## src/rtl/push_stack_pkg.sv

```systemverilog
// Shared encodings for the push-stack datapath: push source selects and shift directions.
package push_stack_pkg;

  typedef enum logic [2:0] {
    SRC_ALU   = 3'b000,
    SRC_B     = 3'b001,
    SRC_SHIFT = 3'b010,
    SRC_MEM   = 3'b011,
    SRC_IMM   = 3'b100,
    SRC_SE    = 3'b101,
    SRC_TOP   = 3'b110,
    SRC_DUP   = 3'b111
  } pushSrcE;

  localparam logic SHIFT_LEFT  = 1'b0;
  localparam logic SHIFT_RIGHT = 1'b1;

endpackage

```

## src/rtl/push_stack_unit_if.sv

```systemverilog
// Operand, control and status bundle between a driving datapath and push_stack_unit.
interface push_stack_unit_if #(
  parameter int WIDTH = 16,
  parameter int DEPTH = 8
);
  localparam int CNT_W = $clog2(DEPTH) + 1;

  logic [2:0]       push_src;
  logic [WIDTH-1:0] alu_out;
  logic [WIDTH-1:0] b_val;
  logic [WIDTH-1:0] a_val;
  logic [WIDTH-1:0] mem_out;
  logic [WIDTH-1:0] se_val;
  logic [15:0]      ir;
  logic             shift_en;
  logic             shift_dir;
  logic             shamt_src;
  logic             shift_rot;
  logic             push;
  logic             pop;
  logic [WIDTH-1:0] push_val;
  logic [WIDTH-1:0] top;
  logic [CNT_W-1:0] count;
  logic             full;
  logic             empty;
  logic             overflow;
  logic             underflow;

  modport master (
    output push_src, alu_out, b_val, a_val, mem_out, se_val, ir,
           shift_en, shift_dir, shamt_src, shift_rot, push, pop,
    input  push_val, top, count, full, empty, overflow, underflow
  );

  modport slave (
    input  push_src, alu_out, b_val, a_val, mem_out, se_val, ir,
           shift_en, shift_dir, shamt_src, shift_rot, push, pop,
    output push_val, top, count, full, empty, overflow, underflow
  );

endinterface

```

## src/rtl/push_shifter.sv

```systemverilog
// Combinational barrel shifter for the push datapath; rotation exists only when
// PUSH_STACK_ROTATE_EN is defined, otherwise rot is ignored.
module push_shifter
  import push_stack_pkg::*;
#(
  parameter int WIDTH   = 16,
  parameter int SHAMT_W = 4
) (
  input  logic [WIDTH-1:0]   din,
  input  logic [SHAMT_W-1:0] shamt,
  input  logic               dir,
  input  logic               rot,
  output logic [WIDTH-1:0]   dout
);

  logic [WIDTH-1:0] logicalLeft;
  logic [WIDTH-1:0] logicalRight;

  assign logicalLeft  = din << shamt;
  assign logicalRight = din >> shamt;

`ifdef PUSH_STACK_ROTATE_EN
  logic [WIDTH-1:0] rotLeft;
  logic [WIDTH-1:0] rotRight;

  // Shifting by WIDTH yields zero, so shamt 0 still passes din through untouched.
  assign rotLeft  = logicalLeft  | (din >> (WIDTH - int'(shamt)));
  assign rotRight = logicalRight | (din << (WIDTH - int'(shamt)));

  always_comb begin
    dout = logicalLeft;
    if (rot) begin
      dout = (dir == SHIFT_RIGHT) ? rotRight : rotLeft;
    end else begin
      dout = (dir == SHIFT_RIGHT) ? logicalRight : logicalLeft;
    end
  end
`else
  logic unusedRot;
  assign unusedRot = rot;

  always_comb begin
    dout = (dir == SHIFT_RIGHT) ? logicalRight : logicalLeft;
  end
`endif

endmodule

```

## src/rtl/push_stack_unit.sv

```systemverilog
// Push-source mux, shift register and LIFO stack with sticky overflow/underflow flags.
// Rotation support in the shifter is enabled by defining PUSH_STACK_ROTATE_EN.
module push_stack_unit
  import push_stack_pkg::*;
#(
  parameter int WIDTH   = 16,
  parameter int DEPTH   = 8,
  parameter int SHAMT_W = 4
) (
  input logic              clk,
  input logic              reset,
  push_stack_unit_if.slave bus
);

  localparam int ADDR_W = $clog2(DEPTH);
  localparam int CNT_W  = ADDR_W + 1;

  logic [WIDTH-1:0]   mem [DEPTH];
  logic [CNT_W-1:0]   countQ;
  logic [WIDTH-1:0]   topQ;
  logic [WIDTH-1:0]   shiftQ;
  logic               overflowQ;
  logic               underflowQ;

  logic [WIDTH-1:0]   pushVal;
  logic [WIDTH-1:0]   shiftRes;
  logic [SHAMT_W-1:0] shamt;
  pushSrcE            srcSel;
  logic               isFull;
  logic               isEmpty;

  logic               memWe;
  logic [ADDR_W-1:0]  memAddr;
  logic [ADDR_W-1:0]  belowIdx;
  logic [CNT_W-1:0]   countNext;
  logic [WIDTH-1:0]   topNext;
  logic               setOverflow;
  logic               setUnderflow;

  logic               unusedIrHigh;
  assign unusedIrHigh = ^bus.ir[15:8];

  assign isFull   = (countQ == CNT_W'(DEPTH));
  assign isEmpty  = (countQ == '0);
  assign belowIdx = countQ[ADDR_W-1:0] - ADDR_W'(2);
  assign srcSel   = pushSrcE'(bus.push_src);
  assign shamt    = bus.shamt_src ? bus.b_val[SHAMT_W-1:0] : bus.ir[SHAMT_W+1:2];

  always_comb begin
    pushVal = topQ;
    case (srcSel)
      SRC_ALU:   pushVal = bus.alu_out;
      SRC_B:     pushVal = bus.b_val;
      SRC_SHIFT: pushVal = shiftQ;
      SRC_MEM:   pushVal = bus.mem_out;
      SRC_IMM:   pushVal = {{(WIDTH-8){1'b0}}, bus.ir[7:0]};
      SRC_SE:    pushVal = bus.se_val;
      default:   pushVal = topQ;
    endcase
  end

  push_shifter #(
    .WIDTH  (WIDTH),
    .SHAMT_W(SHAMT_W)
  ) shifter (
    .din  (bus.a_val),
    .shamt(shamt),
    .dir  (bus.shift_dir),
    .rot  (bus.shift_rot),
    .dout (shiftRes)
  );

  always_ff @(posedge clk) begin
    if (!reset) begin
      shiftQ <= '0;
    end else if (bus.shift_en) begin
      shiftQ <= shiftRes;
    end
  end

  // Push+pop on a non-empty stack overwrites the top slot; on an empty stack it is a plain push.
  always_comb begin
    memWe        = 1'b0;
    memAddr      = countQ[ADDR_W-1:0];
    countNext    = countQ;
    topNext      = topQ;
    setOverflow  = 1'b0;
    setUnderflow = 1'b0;
    if (bus.push && bus.pop && !isEmpty) begin
      memWe   = 1'b1;
      memAddr = countQ[ADDR_W-1:0] - 1'b1;
      topNext = pushVal;
    end else if (bus.push) begin
      if (isFull) begin
        setOverflow = 1'b1;
      end else begin
        memWe     = 1'b1;
        countNext = countQ + 1'b1;
        topNext   = pushVal;
      end
    end else if (bus.pop) begin
      if (isEmpty) begin
        setUnderflow = 1'b1;
      end else begin
        countNext = countQ - 1'b1;
        topNext   = (countQ == CNT_W'(1)) ? '0 : mem[belowIdx];
      end
    end
  end

  always_ff @(posedge clk) begin
    if (reset && memWe) begin
      mem[memAddr] <= pushVal;
    end
  end

  always_ff @(posedge clk) begin
    if (!reset) begin
      countQ     <= '0;
      topQ       <= '0;
      overflowQ  <= 1'b0;
      underflowQ <= 1'b0;
    end else begin
      countQ     <= countNext;
      topQ       <= topNext;
      overflowQ  <= overflowQ | setOverflow;
      underflowQ <= underflowQ | setUnderflow;
    end
  end

  assign bus.push_val  = pushVal;
  assign bus.top       = topQ;
  assign bus.count     = countQ;
  assign bus.full      = isFull;
  assign bus.empty     = isEmpty;
  assign bus.overflow  = overflowQ;
  assign bus.underflow = underflowQ;

endmodule

```

## src/flat_wrapper.sv

```systemverilog
// flat-port wrapper written by rule: the top's interface ports become plain ports
module push_stack_unit_flat import push_stack_pkg::*;
#(
  parameter int WIDTH   = 16,
  parameter int DEPTH   = 8,
  parameter int SHAMT_W = 4
)
  (clk, reset, bus_push_src, bus_alu_out, bus_b_val, bus_a_val, bus_mem_out, bus_se_val, bus_ir, bus_shift_en, bus_shift_dir, bus_shamt_src, bus_shift_rot, bus_push, bus_pop, bus_push_val, bus_top, bus_count, bus_full, bus_empty, bus_overflow, bus_underflow);
  push_stack_unit_if #(.WIDTH(WIDTH), .DEPTH(DEPTH)) bus_i ();
  input logic clk;
  input logic reset;
  input wire logic [$bits(bus_i.push_src)-1:0] bus_push_src;
  input wire logic [$bits(bus_i.alu_out)-1:0] bus_alu_out;
  input wire logic [$bits(bus_i.b_val)-1:0] bus_b_val;
  input wire logic [$bits(bus_i.a_val)-1:0] bus_a_val;
  input wire logic [$bits(bus_i.mem_out)-1:0] bus_mem_out;
  input wire logic [$bits(bus_i.se_val)-1:0] bus_se_val;
  input wire logic [$bits(bus_i.ir)-1:0] bus_ir;
  input wire logic [$bits(bus_i.shift_en)-1:0] bus_shift_en;
  input wire logic [$bits(bus_i.shift_dir)-1:0] bus_shift_dir;
  input wire logic [$bits(bus_i.shamt_src)-1:0] bus_shamt_src;
  input wire logic [$bits(bus_i.shift_rot)-1:0] bus_shift_rot;
  input wire logic [$bits(bus_i.push)-1:0] bus_push;
  input wire logic [$bits(bus_i.pop)-1:0] bus_pop;
  output wire logic [$bits(bus_i.push_val)-1:0] bus_push_val;
  output wire logic [$bits(bus_i.top)-1:0] bus_top;
  output wire logic [$bits(bus_i.count)-1:0] bus_count;
  output wire logic [$bits(bus_i.full)-1:0] bus_full;
  output wire logic [$bits(bus_i.empty)-1:0] bus_empty;
  output wire logic [$bits(bus_i.overflow)-1:0] bus_overflow;
  output wire logic [$bits(bus_i.underflow)-1:0] bus_underflow;
  assign bus_i.push_src = bus_push_src;
  assign bus_i.alu_out = bus_alu_out;
  assign bus_i.b_val = bus_b_val;
  assign bus_i.a_val = bus_a_val;
  assign bus_i.mem_out = bus_mem_out;
  assign bus_i.se_val = bus_se_val;
  assign bus_i.ir = bus_ir;
  assign bus_i.shift_en = bus_shift_en;
  assign bus_i.shift_dir = bus_shift_dir;
  assign bus_i.shamt_src = bus_shamt_src;
  assign bus_i.shift_rot = bus_shift_rot;
  assign bus_i.push = bus_push;
  assign bus_i.pop = bus_pop;
  assign bus_push_val = bus_i.push_val;
  assign bus_top = bus_i.top;
  assign bus_count = bus_i.count;
  assign bus_full = bus_i.full;
  assign bus_empty = bus_i.empty;
  assign bus_overflow = bus_i.overflow;
  assign bus_underflow = bus_i.underflow;
  push_stack_unit #(.WIDTH(WIDTH), .DEPTH(DEPTH), .SHAMT_W(SHAMT_W)) u_core (.clk(clk), .reset(reset), .bus(bus_i));
endmodule
```

## config.mk

```make
export PLATFORM = sky130hd
export DESIGN_NAME = push_stack_unit_flat
export DESIGN_NICKNAME = d
export VERILOG_FILES = /design/src/rtl/push_stack_pkg.sv /design/src/rtl/push_stack_unit_if.sv /design/src/rtl/push_shifter.sv /design/src/rtl/push_stack_unit.sv /design/src/flat_wrapper.sv
export SDC_FILE = /design/constraint.sdc
export NUM_CORES = 1
export LEC_CHECK = 0
export CAP_MARGIN = 10
export CORE_ASPECT_RATIO = 1.1
export CORE_UTILIZATION = 58
export DETAILED_ROUTE_END_ITERATION = 10
export HOLD_SLACK_MARGIN = 0.02
export PLACE_DENSITY_LB_ADDON = 0.08
export SYNTH_ARGS = -nofsm -noshare
export SYNTH_HDL_FRONTEND = slang
export SYNTH_SLANG_ARGS = --single-unit
```

## constraint.sdc

```tcl
create_clock -name clk -period 7.2 [get_ports clk]
set_clock_uncertainty 0.1 [all_clocks]
set_input_delay 2.16 -clock clk [delete_from_list [all_inputs] [get_ports clk]]
set_output_delay 2.16 -clock clk [all_outputs]
set_load 0.05 [all_outputs]
```

Yosys cells after proc, flatten, opt, wreduce, memory -nomap -nowiden

Memories as Yosys holds them, arrays and structs flattened.
Cells that the tools add are included.

Register bits: 38
RAM bits: 128
Output and inout bits: 40
Word-level logic and storage cells: 62
Memories kept: 1

Add/subtract/negate cells: 4
Equality and inequality tests: 11
Shifts and indexed selects: 2
Multiplexer cells: 26
Bitwise logic cells: 3
Reductions and logical operators: 10

Memory list:

| memory     | words | bits a word | read ports | clocked after memory_dff | write ports | RTL line              | RTL |
|---|---|---|---|---|---|---|---|
| u_core.mem | 8     | 16          | 1          | 0                        | 1           | push_stack_unit.sv:18 | `logic [WIDTH-1:0] mem [DEPTH];` |

Operators by type and width:

| operator              | count |
|---|---|
| $mux W16              | 7 |
| $pmux W16 S6          | 1 |
| $mux W4               | 5 |
| $shl A16 B4 Y16       | 1 |
| $shr A16 B4 Y16       | 1 |
| $mux W1               | 12 |
| $eq A3 B2 Y1 const B  | 2 |
| $eq A3 B3 Y1 const B  | 2 |
| $add A4 B1 Y4 const B | 1 |
| $eq A4 B1 Y1 const B  | 1 |
| $eq A4 B4 Y1 const B  | 1 |
| $logic_not A4 Y1      | 1 |
| $ne A2 B2 Y1 const B  | 2 |
| $reduce_and A4 Y1     | 1 |
| $sub A4 B1 Y4 const B | 1 |
| $eq A3 B1 Y1 const B  | 1 |
| $logic_and A1 B1 Y1   | 3 |
| $logic_not A3 Y1      | 1 |
| $mux W3               | 1 |
| $ne A3 B2 Y1 const B  | 1 |
| $ne A3 B3 Y1 const B  | 1 |
| $reduce_and A3 Y1     | 1 |
| $reduce_bool A3 Y1    | 1 |
| $sub A3 B1 Y3 const B | 1 |
| 5 further kinds       | 6 |

Longest topological paths before layout

Gate-level depths: netlist of run 1.

Depth in word-level cells: 7
Gate-level depth with buffers: 12

By module

From an unflattened synthesis of run 1, not the netlist that was laid out.

Cell total of the unflattened synthesis: 723
Area, all modules: 9260.1 sq um

By module, submodules not included:

| module          | instances | cells each | area an instance (sq um) |
|---|---|---|---|
| push_stack_unit | 1         | 540        | 7644.8 |
| push_shifter    | 1         | 183        | 1615.3 |

Worst setup path after synthesis of run 1

OpenSTA, ideal clock, no wires.

Path type: input to output
Start point: input bus_push_src[2]
End point: output bus_push_val[5]
Arrival time: 4225 ps
Data required time: 4940 ps
Setup slack: 715 ps
Stages: 5
Cells stage by stage: buf_2 nor2b_1 buf_1 a21oi_1 o21ai_0

Word-level cells in the longest chain between the ends: 2
Elaborated cells on any way between the ends: 7
Classes of those cells: eq/ne: 5; mux: 1; reduce/logical: 1

RTL lines:

| element                              | RTL line              | RTL |
|---|---|---|
| start: declaration                   | flat_wrapper.sv:12    | `input wire logic [$bits(bus_i.push_src)-1:0] bus_push_src;` |
| $eq A3 B3 Y1 (tied with other cells) | push_stack_unit.sv:51 | `case (srcSel)` |
| $pmux W16 S6 *                       | push_stack_unit.sv:51 |  |
| end: declaration                     | flat_wrapper.sv:25    | `output wire logic [$bits(bus_i.push_val)-1:0] bus_push_val;` |

Mark *: on every way between the ends. The rest lies on a longest branch, timed or not.

Worst setup path in the final report of run 1

Start point: input bus_push_src[1]
End point: output bus_push_val[11]

The elaborated chain is that of the path after synthesis.

==> results of run 1 <==
==> area by class of cell <==
class	count	area [sq um]	share of cell area
Clock inverter	15	176.4	0.01585
Sequential cell	166	4606	0.4137
Timing Repair Buffer	154	1599	0.1436
Tap cell	196	245.2	0.02203
Multi-Input combinational cell	492	4054	0.3642
Inverter	7	26.28	0.002360
Clock buffer	17	425.4	0.03822
==> registers in the layout, summed over array words and instances, names as in the netlist <==
| signal | count |
|---|---|
| u_core.mem | 128 |
| u_core.shiftQ | 16 |
| u_core.bus.count | 4 |
| u_core.bus.underflow | 1 |
| u_core.bus.top | 16 |
| u_core.bus.overflow | 1 |
==> through the flow <==
step           instances  worst slack (ps)  hold slack, ps  area (sq um)
6_report            1047             534.8           394.8         11130
3_3_place_gp        1014             713.3           354.0         10520
5_1_grt             1047             461.4           435.6         11130
4_1_cts             1046             588.0           383.8         11120
3_5_place_dp        1014             619.6           366.4         10520
2_1_floorplan        720             714.5           348.8          8929
==> synth_stat cells, types with 5 or more instances <==
cell type / number
a21oi_1: 34
nand3_1: 6
mux4_2: 42
mux2i_2: 5
clkbuf_1: 24
ha_1: 6
nor3_1: 10
o21ai_0: 34
nor2b_1: 10
nand2b_1: 5
o211ai_1: 6
o21ai_1: 9
o21a_1: 8
buf_2: 20
edfxtp_1: 128
mux2i_1: 43
a22oi_1: 22
o22ai_1: 12
mux2_2: 28
o221a_1: 5
nor2_1: 67
a211oi_1: 13
a31oi_1: 12
dfxtp_1: 38
nand2_1: 51
o221ai_1: 6
a221oi_1: 11
==> worst min-delay path, stage by stage (launching register included) <==
cell and delay (ps):
dfxtp_1 340, a21oi_1 40, nor2_1 80
==> kinds of logic (layout without fill, tap and decap cells) <==
| logic type | after synthesis | after routing | share of synthesized area |
|---|---|---|---|
| flops | 166 | 166 | 0.5157 |
| mux | 123 | 123 | 0.2098 |
| buf+inv | 62 | 193 | 0.03363 |
| simple gates | 167 | 167 | 0.08296 |
| compound gates | 192 | 192 | 0.1456 |
| fa+ha+maj | 6 | 6 | 0.008408 |
| xor+xnor | 4 | 4 | 0.003923 |
==> power breakdown <==
| group | internal, W | leakage, nW | switching, W |
|---|---|---|---|
| clock | 0.000470 | 0.288 | 0.000438 |
| sequential | 0.00116 | 1.48 | 0.0000575 |
| combinational | 0.000541 | 2.04 | 0.000796 |
| total | 0.00217 | 3.81 | 0.00129 |
==> how the worst max path moves through the flow <==
| stage | from | endpoint |
|---|---|---|
| 3_3_place_gp | bus_push_src[1] | bus_push_val[8] |
| 4_1_cts | bus_push_src[1] | bus_push_val[8] |
| 2_1_floorplan | bus_push_src[2] | bus_push_val[5] |
| 5_1_grt | bus_push_src[1] | bus_push_val[12] |
| 6_report | bus_push_src[1] | bus_push_val[11] |
| 3_5_place_dp | bus_push_src[1] | bus_push_val[11] |
==> per-layer routing <==
layer | wire length [um] | vias up | global-route usage
li1 | - | 3075 | -
met3 | 2713 | 88 | 0.07007
met5 | 0 | - | 0
met2 | 13660 | 559 | 0.5744
met1 | 10370 | 3547 | 0.4577
met4 | 1218 | 0 | 0.1852
==> summary.txt, run 1 <==
Setup path
  • CP Capture Type: output pin
  • Worst r2r dst: u_core.mem[1][2]
  • Worst R2R Start: u_core.bus.count[1]
  • Crit-path max cell delay: 560 ps
  • Cells along the critical path: clkdlybuf4s50_1, buf_4, nor2_1, a221oi_1, o22ai_1, o21a_1, buf_12
  • CP bufs+invs: 3
  • Crit path required time: 4940 ps
  • CP top delay family: buffers and inverters
  • Setup slack, reg-to-reg: 3230 ps
  • Setup CP Type: input port to output pin
  • CP Launch Type: input port
  • R2r worst-path depth: 8
  • Slowest CP cell: clkdlybuf4s50_1
  • Critical path depth: 7
  • Critical path peak fanout: 37
  • Crit path DAT: 4410 ps

Synth
  • Post-synth EDFFs: 128
  • Mapped Cells: 720
  • Top FF cell, synth: edfxtp_1
  • Synth Register Bits: 166
  • Avg Inst Size Synth: 12.40 sq um
  • Syn Std Cell Area: 8929 sq um
  • Synth top area share: 0.4305
  • Synth unique cells: 66
  • YS warnings: 0
  • Sequential fraction of the synthesis area: 0.5157
  • Syn nets: 833
  • Ys async rst share: 0
  • Top cell type by total area after synthesis: edfxtp_1
  • Top post-synthesis cells by area: edfxtp_1, mux4_2, dfxtp_1

Die
  • Die X: 120.3 um
  • Die Height: 132.1 um
  • Core Footprint: 15050 sq um
  • Die area: 15900 sq um
  • Starting Density: 0.5931
  • Ports: 147
  • Site Rows: 47

Drt
  • Via count: 7269
  • Wire length per cell: 26.70 um
  • Via density: 6.943
  • DRT Pass-1 Iters: 6
  • Post-route ant nets: 0
  • # DRC: 0
  • WL final: 27950 um
  • Initial DRC Count: 1009

Place
  • Routability cong.: 0.9962
  • PortBufs: 137
  • DP HPWL: 18890 um

Finish
  • Most frequent cells in the layout: edfxtp_1, clkdlybuf4s50_1, nor2_1
  • Fillers: 1001
  • Finished Core Util: 0.7394
  • Most common cell after layout, fill and taps aside: edfxtp_1
  • Area Growth Syn to Fin: 24.68%
  • Share of layout cells above drive strength 1: 0.1915
  • N_diodes: 0
  • NumNets Final: 951

Global routing
  • Initial antenna violation count: 0
  • Tot GR Track Use: 0.3564
  • Largest net degree at the start of global routing: 41
  • First-pass GRT wire length: 41650 um
  • Total congestion overflow: 0
  • Vias in the first global route: 7193

Power and ir drop
  • Pwr dens: 311.4 nW/um^2
  • Lkg Pwr: 3.808 nW
  • VDD IR max: 0.0004705 V
  • Power Total: 0.003466 W

Timing
  • Final setup TNS: 0 ps
  • RSZ-0062 raised after global routing: no
  • Tcrit/Tclk final: 0.9257
  • Rel. slew slack: 0.1394
  • Fmax: 0.1500 GHz
  • Slew Viols, Final: 0
  • Final Hold Vio Count: 0
  • Minimum clock period: 6665 ps
  • Worst Tran Pin Value: 1289 ps
  • # setup viols final: 0

Min path
  • Hold crit path type: flip-flop to flip-flop
  • Worst hold endpoint: u_core.bus.underflow
  • Hold Startpoint: u_core.bus.underflow
  • Hold path depth: 2

Clocking
  • Total CTS buffers: 17
  • Reg clk slew, reported paths: 80 ps
  • Cts repair resizes: 0
  • Clock buffer depth: 2
  • Root Driver: clkbuf_16
  • Hold_buf cts: 0
  • Worst-skew pair later-pin latency: 440 ps
  • # H-tree levels: 4
  • CTS tree: done
  • Post-CTS setup buffers: 0
  • Sink Count: 166

Flow run
  • Number of max-cap violations: 0

Run status
  • Status: finished, final reports clean
(Power assumes the default switching activity.)
==> inputs of run 2 (changes only) <==
- GPL_ROUTABILITY_DRIVEN: default -> 0
==> run 2 against run 1 <==
Net effect:
- final cell count is 0.29% lower
- non-clock buffer count down 3
- routed wire length decreased by 8.9%
- register-to-register slack gained 570 ps
- critical endpoint is now bus_push_val[12]
==> summary.txt, run 2 (same netlist as run 1, synthesis figures left out) <==
Clocking
  • Root Driver: clkbuf_16
  • Total CTS buffers: 17
  • CTS tree: done
  • Sink Count: 166
  • Post-CTS setup buffers: 0
  • Reg clk slew, reported paths: 60 ps
  • Clock buffer depth: 2
  • Cts repair resizes: 0
  • Hold_buf cts: 0
  • # H-tree levels: 4
  • Worst-skew pair later-pin latency: 420 ps

Drt
  • Wire length per cell: 24.40 um
  • WL final: 25470 um
  • Via count: 7177
  • Initial DRC Count: 972
  • Via density: 6.875
  • Post-route ant nets: 0
  • DRT Pass-1 Iters: 6
  • # DRC: 0

Timing
  • Final Hold Vio Count: 0
  • Minimum clock period: 6514 ps
  • Worst Tran Pin Value: 1177 ps
  • Fmax: 0.1535 GHz
  • # setup viols final: 0
  • Slew Viols, Final: 0
  • Tcrit/Tclk final: 0.9048
  • Setup ws final: 685.6 ps
  • Rel. slew slack: 0.2142
  • RSZ-0062 raised after global routing: no
  • Final setup TNS: 0 ps

Place
  • PortBufs: 137
  • Placed Instances: 1012
  • Pre-CTS WS: 714.7 ps
  • DP HPWL: 17510 um

Setup path
  • Slowest CP cell: clkdlybuf4s50_1
  • CP Capture Type: output pin
  • Crit path DAT: 4250 ps
  • Worst Setup SP: bus_push_src[2]
  • Crit path required time: 4940 ps
  • Worst R2R Start: u_core.bus.count[0]
  • Cells along the critical path: clkdlybuf4s50_1, buf_4, clkinv_1, o22ai_1, o21a_1, buf_12
  • Crit-path max cell delay: 540 ps
  • Setup CP Type: input port to output pin
  • Critical path peak fanout: 15
  • CP Launch Type: input port

Power and ir drop
  • VDD IR max: 0.0002003 V
  • Lkg Pwr: 3.777 nW
  • Pwr dens: 306.5 nW/um^2

Global routing
  • Largest net degree at the start of global routing: 40
  • Tot GR Track Use: 0.3262
  • Vias in the first global route: 6881
  • Total congestion overflow: 0
  • Initial antenna violation count: 0
  • First-pass GRT wire length: 38780 um

Finish
  • Most common cell after layout, fill and taps aside: edfxtp_1
  • N_diodes: 0
  • Finished Layout Cells: 1044
  • Share of layout cells above drive strength 1: 0.1863
  • Fillers: 1070
  • NumNets Final: 948
  • Max reg flops: 128
  • Reg with most FFs: u_core.mem
  • Area Growth Syn to Fin: 23.95%
  • Most frequent cells in the layout: edfxtp_1, clkdlybuf4s50_1, nor2_1

Min path
  • Hold Startpoint: u_core.bus.underflow
  • Hold crit path type: flip-flop to flip-flop

Flow run
  • Number of max-cap violations: 0

Die
  • Die area: 15900 sq um
  • Core Footprint: 15050 sq um
  • Ports: 147
  • Site Rows: 47
  • Die X: 120.3 um
  • Die Height: 132.1 um
  • Starting Density: 0.5931

Run status
  • Status: finished, final reports clean
[run 2: cell types whose count changed in the layout (fill, tap and decap cells not counted), sizes merged]
cell and delta:
buf -3, bufinv +1, clkinv -1
[run 2: worst paths after layout]
kind                                to  slack [ps]  cells past startpoint
hold reg to reg   u_core.bus.underflow         380                      2
hold / removal    u_core.bus.underflow         380                      2
setup reg to reg      u_core.mem[1][7]        3800                      8
setup / recovery      bus_push_val[12]         690                      6
[run 2: cell type report]
cell class / instances / area [sq um] / share of cell area
clock buffers: 17 / 425.4 / 0.03844
clock inverters: 15 / 141.4 / 0.01278
inverters: 7 / 26.28 / 0.002374
multi-input cells: 492 / 4054 / 0.3663
flip-flops and latches: 166 / 4606 / 0.4162
well taps: 196 / 245.2 / 0.02216
repair buffers: 151 / 1569 / 0.1418
[run 2: worst max-delay path, delay by kind of cell]
kind | cells | cell delay, ps
AOI/OAI and AO/OA | 2 | 740
buffers and inverters | 4 | 1350
[run 2: where the power goes]
part           switching (W)  internal, W  leakage, nW
combinational       0.000763     0.000538         2.02
sequential         0.0000563      0.00116         1.48
clock               0.000387     0.000484        0.274
total                0.00121      0.00219         3.78
[run 2: stage by stage]
stage / power (W) / area (sq um) / util / hold slack (ps)
after floorplan: 0.002116 / 8929 / - / 348.8
after global placement: 0.002484 / 10500 / 0.6975 / 353.2
after detailed placement: 0.002519 / 10500 / 0.6975 / 370.1
after CTS: 0.003383 / 11070 / 0.7351 / 385.6
after global routing: 0.003508 / 11070 / 0.7351 / 417.0
final: 0.003392 / 11070 / 0.7351 / 383.0
[run 2: per-layer routing]
layer	wire length, um	track usage
met3	2371	0.04455
met5	0	0
met1	9450	0.4396
met2	12640	0.5354
met4	1008	0.1331
==> inputs of run 3 (changes only) <==
- CELL_PAD_IN_SITES_DETAIL_PLACEMENT: default -> 1
- CELL_PAD_IN_SITES_GLOBAL_PLACEMENT: default -> 1
- CORE_UTILIZATION: 58 -> 47
==> run 3 against run 2 <==
Net effect:
- worst setup slack worse by 220 ps
- sequential cell count unchanged
- highest routed layer unchanged
- non-clock buffer count up 7
- clock power up 4.0%
- largest cell class unchanged
- die area up 23%
- critical path type unchanged
==> summary.txt, run 3 (same netlist as run 1, synthesis figures left out) <==
Run status
  • Status: finished, final reports clean

Global routing
  • Total congestion overflow: 0
  • Largest net degree at the start of global routing: 41
  • First-pass GRT wire length: 44040 um
  • Vias in the first global route: 7457
  • Tot GR Track Use: 0.3031
  • Initial antenna violation count: 1

Setup path
  • CP bufs+invs: 3
  • Crit path required time: 4940 ps
  • CP Capture Type: output pin
  • Worst r2r dst: u_core.mem[4][9]
  • Worst R2R Start: u_core.bus.count[0]
  • Crit path DAT: 4480 ps
  • Critical path peak fanout: 10
  • CP top delay family: buffers and inverters
  • Crit-path max cell delay: 680 ps
  • CP Launch Type: input port
  • Setup CP Type: input port to output pin
  • Cells along the critical path: clkdlybuf4s50_1, nor2b_1, buf_4, a221oi_1, o21ai_1, buf_12
  • Setup slack, reg-to-reg: 2910 ps
  • Critical path depth: 6
  • Slowest CP cell: o21ai_1
  • R2r worst-path depth: 8

Finish
  • N_diodes: 0
  • Reg with most FFs: u_core.mem
  • Max reg flops: 128
  • Finished Core Util: 0.6090
  • Area Growth Syn to Fin: 26.04%
  • Most common cell after layout, fill and taps aside: edfxtp_1
  • Share of layout cells above drive strength 1: 0.1953
  • Most frequent cells in the layout: edfxtp_1, clkdlybuf4s50_1, nor2_1
  • NumNets Final: 955

Clocking
  • Reg clk slew, reported paths: 70 ps
  • Hold_buf cts: 0
  • Total CTS buffers: 17
  • Post-CTS setup buffers: 0
  • # H-tree levels: 4
  • Root Driver: clkbuf_16
  • Cts repair resizes: 0
  • CTS tree: done
  • Worst-skew pair later-pin latency: 430 ps
  • Clock buffer depth: 2
  • Sink Count: 166

Power and ir drop
  • Pwr dens: 307.9 nW/um^2
  • VDD IR max: 0.0003035 V
  • Lkg Pwr: 3.846 nW

Die
  • Die X: 133.4 um
  • Die area: 19550 sq um
  • Die Height: 146.6 um
  • Site Rows: 52
  • Starting Density: 0.4832
  • Core Footprint: 18480 sq um
  • Ports: 147

Drt
  • Wire length per cell: 26.32 um
  • Met2 wire length: 14640 um
  • Initial DRC Count: 685
  • Via density: 6.433
  • Met3 routed WL: 1860 um
  • Via count: 7063
  • Post-route ant nets: 0
  • DRT Pass-1 Iters: 7
  • # DRC: 0
  • Wl on met1: 11840 um
  • Top Layer Used: met4
  • WL final: 28900 um

Timing
  • Slew Viols, Final: 0
  • Final Hold Vio Count: 0
  • Final setup TNS: 0 ps
  • Fmax: 0.1484 GHz
  • Worst Tran Pin Value: 1246 ps
  • # setup viols final: 0
  • RSZ-0062 raised after global routing: no
  • Tcrit/Tclk final: 0.9360
  • Rel. slew slack: 0.1694
  • Minimum clock period: 6739 ps

Place
  • PortBufs: 137
  • DP HPWL: 19650 um

Min path
  • Hold path depth: 2
  • Hold Startpoint: u_core.bus.underflow
  • Hold crit path type: flip-flop to flip-flop
  • Worst hold endpoint: u_core.bus.underflow

Flow run
  • Number of max-cap violations: 0
## run 3: cell type report
cell class                      count  area [sq um]
Sequential cell                   166          4606
Tap cell                          243         304.0
Inverter                            7         26.28
Fill cell                        1823          7224
Clock inverter                     15         176.4
Multi-Input combinational cell    492          4059
Timing Repair Buffer              158          1657
Clock buffer                       17         425.4
## run 3: worst min-delay path, stage by stage (launching register included)
cell	delay (ps)
dfxtp_1	330
a21oi_1	40
nor2_1	70
## run 3: layer usage
| layer | global-route usage | vias to the layer above |
|---|---|---|
| met4 | 0.08750 | 0 |
| met5 | 0 | - |
| met2 | 0.5182 | 324 |
| met3 | 0.05938 | 47 |
| met1 | 0.3901 | 3596 |
| li1 | - | 3096 |
## run 3: worst max path at each step
stage,startpoint,endpoint,slack (ps)
floorplan,bus_push_src[2],bus_push_val[5],710
global placement,bus_push_src[2],bus_push_val[4],630
detailed placement,bus_push_src[2],bus_push_val[10],550
CTS,bus_push_src[0],bus_push_val[11],550
global route,bus_push_src[0],bus_push_val[11],390
finish,bus_push_src[2],bus_push_val[4],460
## run 3: power by group
group	switching (W)	total [W]	internal [W]
clock network	0.000435	0.000907	0.000472
registers	0.0000540	0.00122	0.00116
logic	0.000793	0.00134	0.000549
total	0.00128	0.00346	0.00218
## run 3: per-stage QoR
step           hold WS, ps  setup slack [ps]  area, sq um  total power [W]  std cells
4_1_cts              382.0             549.3        11250         0.003478       1098
2_1_floorplan        348.8             714.5         8929         0.002116        720
6_report             377.1             461.1        11250         0.003465       1098
5_1_grt              415.1             394.5        11250         0.003588       1098
3_3_place_gp         352.4             632.6        10650         0.002513       1066
3_5_place_dp         365.3             547.5        10650         0.002562       1066
